$ cat src/rtl/apb_regfile.sv
// APB3 register file: NUM_REGS x 32-bit, register 0 is a read-only ID, optional wait states.
// Define APB_REGFILE_PSTRB_EN to honour pstrb byte strobes on writes; otherwise writes are full-word.
module apb_regfile #(
  parameter int          NUM_REGS    = 16,
  parameter int          WAIT_STATES = 0,
  parameter logic [31:0] ID_VALUE    = 32'hA9B0_0001
) (
  input  logic        apb_clk,
  input  logic        areset,
  input  logic        psel,
  input  logic        penable,
  input  logic        pwrite,
  input  logic [31:0] paddr,
  input  logic [31:0] pwdata,
  input  logic [3:0]  pstrb,
  output logic [31:0] prdata,
  output logic        pready,
  output logic        pslverr
);

  typedef enum logic {
    ST_IDLE,
    ST_ACCESS
  } state_t;

  localparam logic [6:0] LP_NUM_REGS = 7'(NUM_REGS);
  localparam logic [2:0] LP_WAIT     = 3'(WAIT_STATES);

  state_t      r_state;
  state_t      w_state_next;
  logic [2:0]  r_wait_cnt;
  logic [7:0]  r_addr;
  logic        r_write;
  logic [31:0] r_wdata;
  logic [3:0]  r_strb;
  logic [31:0] r_regs [1:NUM_REGS-1];

  logic [5:0]  w_idx;
  logic        w_err;
  logic        w_setup;
  logic        w_active;
  logic        w_complete;
  logic        w_wr_en;
  logic [31:0] w_rd_data;
  logic [31:0] w_wr_mask;
  logic        w_unused;

  assign w_setup  = psel && !penable;
  assign w_active = psel && penable;
  assign w_idx    = r_addr[7:2];
  assign w_err    = (r_addr[1:0] != 2'b00)
                 || ({1'b0, w_idx} >= LP_NUM_REGS)
                 || (r_write && (w_idx == 6'd0));

`ifdef APB_REGFILE_PSTRB_EN
  assign w_wr_mask = {{8{r_strb[3]}}, {8{r_strb[2]}}, {8{r_strb[1]}}, {8{r_strb[0]}}};
  assign w_unused  = ^paddr[31:8];
`else
  assign w_wr_mask = 32'hFFFF_FFFF;
  assign w_unused  = ^{paddr[31:8], r_strb};
`endif

  always_comb begin
    // NOTE: every combinational output gets a default first, so no path can infer a latch.
    w_state_next = r_state;
    w_complete   = 1'b0;
    case (r_state)
      ST_IDLE: begin
        if (w_setup) w_state_next = ST_ACCESS;
      end
      ST_ACCESS: begin
        if (!w_active) begin
          w_state_next = ST_IDLE;
        end else if (r_wait_cnt == LP_WAIT) begin
          w_complete   = 1'b1;
          w_state_next = ST_IDLE;
        end
      end
      default: w_state_next = ST_IDLE;
    endcase

    // Reset takes priority over a completion landing in the same cycle.
    pready  = w_complete && !areset;
    pslverr = pready && w_err;
    prdata  = (pready && !r_write && !w_err) ? w_rd_data : 32'h0;
  end

  assign w_wr_en = w_complete && r_write && !w_err;

  always_comb begin
    w_rd_data = (w_idx == 6'd0) ? ID_VALUE : 32'h0;
    for (int i = 1; i < NUM_REGS; i++) begin
      if (w_idx == 6'(i)) w_rd_data = r_regs[i];
    end
  end

  always_ff @(posedge apb_clk) begin
    // NOTE: sequential state uses non-blocking assignments so every flop samples pre-edge values.
    if (areset) begin
      r_state    <= ST_IDLE;
      r_wait_cnt <= 3'd0;
    end else begin
      r_state <= w_state_next;
      if (r_state == ST_IDLE) begin
        r_wait_cnt <= 3'd0;
      end else if (w_active && !w_complete) begin
        r_wait_cnt <= r_wait_cnt + 3'd1;
      end
    end
  end

  // Transfer attributes are datapath only; they are qualified by the FSM, so they need no reset.
  always_ff @(posedge apb_clk) begin
    if (r_state == ST_IDLE && w_setup) begin
      r_addr  <= paddr[7:0];
      r_write <= pwrite;
      r_wdata <= pwdata;
      r_strb  <= pstrb;
    end
  end

  always_ff @(posedge apb_clk) begin
    if (areset) begin
      // NOTE: this storage is a flop array, not a RAM macro, so clearing it on reset is legal.
      for (int i = 1; i < NUM_REGS; i++) r_regs[i] <= 32'h0;
    end else if (w_wr_en) begin
      for (int i = 1; i < NUM_REGS; i++) begin
        if (w_idx == 6'(i)) r_regs[i] <= (r_regs[i] & ~w_wr_mask) | (r_wdata & w_wr_mask);
      end
    end
  end

endmodule

$ cat config.mk
export PLATFORM = sky130hd
export DESIGN_NAME = apb_regfile
export DESIGN_NICKNAME = d
export VERILOG_FILES = /design/src/rtl/apb_regfile.sv
export SDC_FILE = /design/constraint.sdc
export NUM_CORES = 1
export LEC_CHECK = 0
export CAP_MARGIN = 25
export CORE_AREA = 2 2 222 224
export DETAILED_ROUTE_END_ITERATION = 8
export DIE_AREA = 0 0 224 226
export PLACE_DENSITY = 0.79
export SETUP_SLACK_MARGIN = 0.05
export SLEW_MARGIN = 20
export SYNTH_ARGS = -nofsm -noshare
export SYNTH_HDL_FRONTEND = slang
export SYNTH_SLANG_ARGS = --single-unit
export TNS_END_PERCENT = 1
$ cat constraint.sdc
create_clock -name apb_clk -period 9.6 [get_ports apb_clk]
set_clock_uncertainty 0.1 [all_clocks]
set_input_delay 1.44 -clock apb_clk [delete_from_list [all_inputs] [get_ports apb_clk]]
set_output_delay 1.44 -clock apb_clk [all_outputs]
set_load 0.03 [all_outputs]
==> flow_summary_export.csv <==
group,metric,value,unit
cts,clkSinkCount,525,
synth,synth_xor_area_share,0.0731,%
cts,insertion_delay,0.61,ns
global_routing,grt_max_degree,126,
sta,fin_crit,6.43,ns
worst_setup_path,critPathLaunch,"areset",
synth,yosysSeqAreaShare,65.6,%
route,num_vias,16900,
global_routing,grt_pass1_wl,109000,um
route,drt.antenna.violating_nets,0,
cts,h-tree-depth,2,
route,wl,75700,um
sta,relSlewSlack,19.4,%
cts,cts.path.max_buffers,3,
worst_setup_path,arrival,4.89,ns
sta,fin_crit_sh,67.0,%
route,drt_pass1_iterations,6,
global_routing,grt_pass1_vias,16800,
power_and_ir_drop,p_leak,9.83,nW
hold_path,hold_path_class,"flop to flop",
synth,synth_enable_flop_cells,521,
floorplan,fp.dieH,226,um
worst_setup_path,critPathCaptureType,"primary output",
floorplan,die-area,0.0506,mm2
worst_setup_path,critPathCapture,"prdata[22]",
placement,gp_congestion,0.861,
worst_setup_path,path_depth,7,
synth,ys.flop_type,"edfxtp_1",
worst_setup_path,start_kind,"input pin",
placement,port_buffers,78,
cts,postCtsSetupRepairBufs,0,
placement,place_area,0.0255,mm2
synth,avgSynthCellArea,13.0,um2
placement,dp_hpwl,43400,um
worst_setup_path,path_cells,"clkdlybuf4s50_1, nand2b_1, nor4_4, buf_4, o21ai_0, a31oi_1, clkdlybuf4s50_1",
synth,synth_compound_area_share,10.7,%
worst_setup_path,cp_common_cell,"clkdlybuf4s50_1",
synth,synth_seq_cells,525,
cells_and_area,area_delta_synth_final,13.6,%
synth,synth_top_family_by_area,"simple AND/OR/NAND/NOR gates",
worst_setup_path,crit_type,"input pin to primary output",
cts,post_cts_resized,0,
sta,drv_slew,0,
cts,cts_tree,"built",
route,route.detailed.drc,0,
synth,synthArstFlopShare,0,%
sta,tightest_slew,1.21,ns
floorplan,num_rows,81,
synth,synth.distinct_cells,72,
sta,finalSetupViolCount,0,
sta,finalHoldViolations,0,
route,drt_iter0_drc,3201,
cells_and_area,num-nets-final,1954,
power_and_ir_drop,vdd_drop_max,0.128,mV
floorplan,core_area,0.0483,mm2
floorplan,initial_core_util,49.6,%
sta,grt_setup_unrepaired,"false",
outcome,status,"finished clean",
worst_setup_path,critPathMaxStageDelay,0.81,ns
synth,synth_area,0.0240,mm2
worst_setup_path,cp_max_fo,18,
cells_and_area,drive_gt1_share,11.1,%
worst_setup_path,crit_buf_inv,3,
synth,synthesis.nets,1925,
global_routing,grt_antenna_before_repair,0,
floorplan,io_pins,107,
global_routing,grt_use_total,29.8,%
worst_setup_path,required,8.06,ns
worst_setup_path,r2r-start,"r_addr[2]$_DFFE_PP_",
cells_and_area,layout_commonest_cell,"edfxtp_1",
cells_and_area,fin_area,0.0272,mm2
synth,synth-simple-area-share,17.6,%
worst_setup_path,r2r_cells,6,
worst_setup_path,r2r-end,"r_regs[0][510]$_SDFFCE_PN0P_",
synth,synth_adder_area_share,0.104,%
synth,synth_mux_area_share,3.17,%
synth,netlist_instances,1850,
route,vias_per_cell,6.66,
cts,cts.clk_slew.worst_paths,0.06,ns
sta,max_freq,155,MHz
power_and_ir_drop,powerDensity,176,mW/mm2
floorplan,die_w,224,um
route,wl_per_cell,29.8,um
worst_setup_path,slowest_stage,"clkdlybuf4s50_1",
cts,cts_buffers,53,
sta,tns,0,ns
synth,yosys_warnings,0,
cells_and_area,layout_common_cells,"edfxtp_1, and2_1, clkdlybuf4s50_1",
cts,cts_hold_buf,0,
cts,cts_root_buf,"clkbuf_16",
worst_setup_path,cp_top_family,"buffers and inverters",
worst_setup_path,rrSetupSlack,5.38,ns
global_routing,grt-ovfl-total,0,
flow_run,drv_cap,0,
[state kept, by name (all words and copies together) (netlist names)]
signal      count
r_write         1
r_state         1
r_addr          8
r_wait_cnt      3
r_wdata        32
r_regs        480
[worst min path at each step]
| stage | from | end | slack, ns | depth (start not counted) |
|---|---|---|---|---|
| 2_1_floorplan | r_wait_cnt[2]$_SDFFE_PP0P_ | r_wait_cnt[2]$_SDFFE_PP0P_ | 0.40 | 2 |
| 4_1_cts | r_wait_cnt[2]$_SDFFE_PP0P_ | r_wait_cnt[2]$_SDFFE_PP0P_ | 0.46 | 2 |
| 3_5_place_dp | r_wait_cnt[2]$_SDFFE_PP0P_ | r_wait_cnt[2]$_SDFFE_PP0P_ | 0.44 | 2 |
| 5_1_grt | r_wait_cnt[2]$_SDFFE_PP0P_ | r_wait_cnt[2]$_SDFFE_PP0P_ | 0.50 | 2 |
| 3_3_place_gp | r_wait_cnt[2]$_SDFFE_PP0P_ | r_wait_cnt[2]$_SDFFE_PP0P_ | 0.42 | 2 |
| 6_report | r_wait_cnt[2]$_SDFFE_PP0P_ | r_wait_cnt[2]$_SDFFE_PP0P_ | 0.46 | 2 |
[logic make-up (layout without fill, tap and decap cells)]
| group | count (synthesis) | after routing |
|---|---|---|
| flip-flops | 525 | 525 |
| adder cells (fa/ha/maj) | 2 | 2 |
| XOR/XNOR | 2 | 2 |
| buffers and inverters | 166 | 236 |
| multiplexers | 71 | 71 |
| other | 0 | 1 |
| AND/OR/NAND/NOR | 721 | 721 |
| AO/OA/AOI/OAI | 363 | 363 |
[synthesized netlist by cell type, types with 21 or more instances]
library cell	n	area, um2
a21oi_1	66	330
a22oi_1	31	233
and2_1	485	3030
and3_1	25	156
buf_2	30	150
clkbuf_1	125	469
edfxtp_1	521	15600
mux2_2	30	338
mux2i_1	40	400
nand2_1	40	150
nor2_1	87	327
nor3_1	21	105
o21ai_0	52	260
o22ai_1	34	213
[layout make-up]
cell class              instances  area (um2)
diodes                          1        2.50
clock buffers                  70        1410
clock inverters                26         159
fillers                      3652       21100
inverters                       6        22.5
multi-input cells            1159        7730
flip-flops and latches        525       15700
well taps                     622         778
repair buffers                134        1400
[stage by stage]
stage | hold slack, ns | setup slack (ns) | util, % | std cells | power, W
final | 0.458 | 3.17 | 56.3 | 2543 | 0.00479
after CTS | 0.463 | 2.60 | 56.1 | 2537 | 0.00477
after global routing | 0.496 | 3.14 | 56.3 | 2542 | 0.00488
after global placement | 0.416 | 2.69 | 52.5 | 2434 | 0.00287
after detailed placement | 0.445 | 2.64 | 52.8 | 2441 | 0.00288
after floorplan | 0.398 | 4.54 | - | 1850 | 0.00277
[tightest hold or removal path, stage by stage (launching register included)]
cell     delay (ns)
dfxtp_1        0.37
xor2_1         0.08
nor2_1         0.08
[routing by layer]
layer	up-vias	wire length (um)	global-route usage (%)
met5	-	0	0
met4	0	5060	19.0
met3	347	10600	8.25
met2	1516	33800	45.4
met1	8152	26300	37.6
li1	6920	-	-
[where the power goes]
part           switching (W)  total (W)  internal, W
Sequential         0.0000454    0.00263      0.00259
Clock               0.000878    0.00194      0.00106
Combinational       0.000150   0.000218    0.0000679
Total                0.00107    0.00479      0.00371
Note: power is estimated with default switching activity, not from simulation.
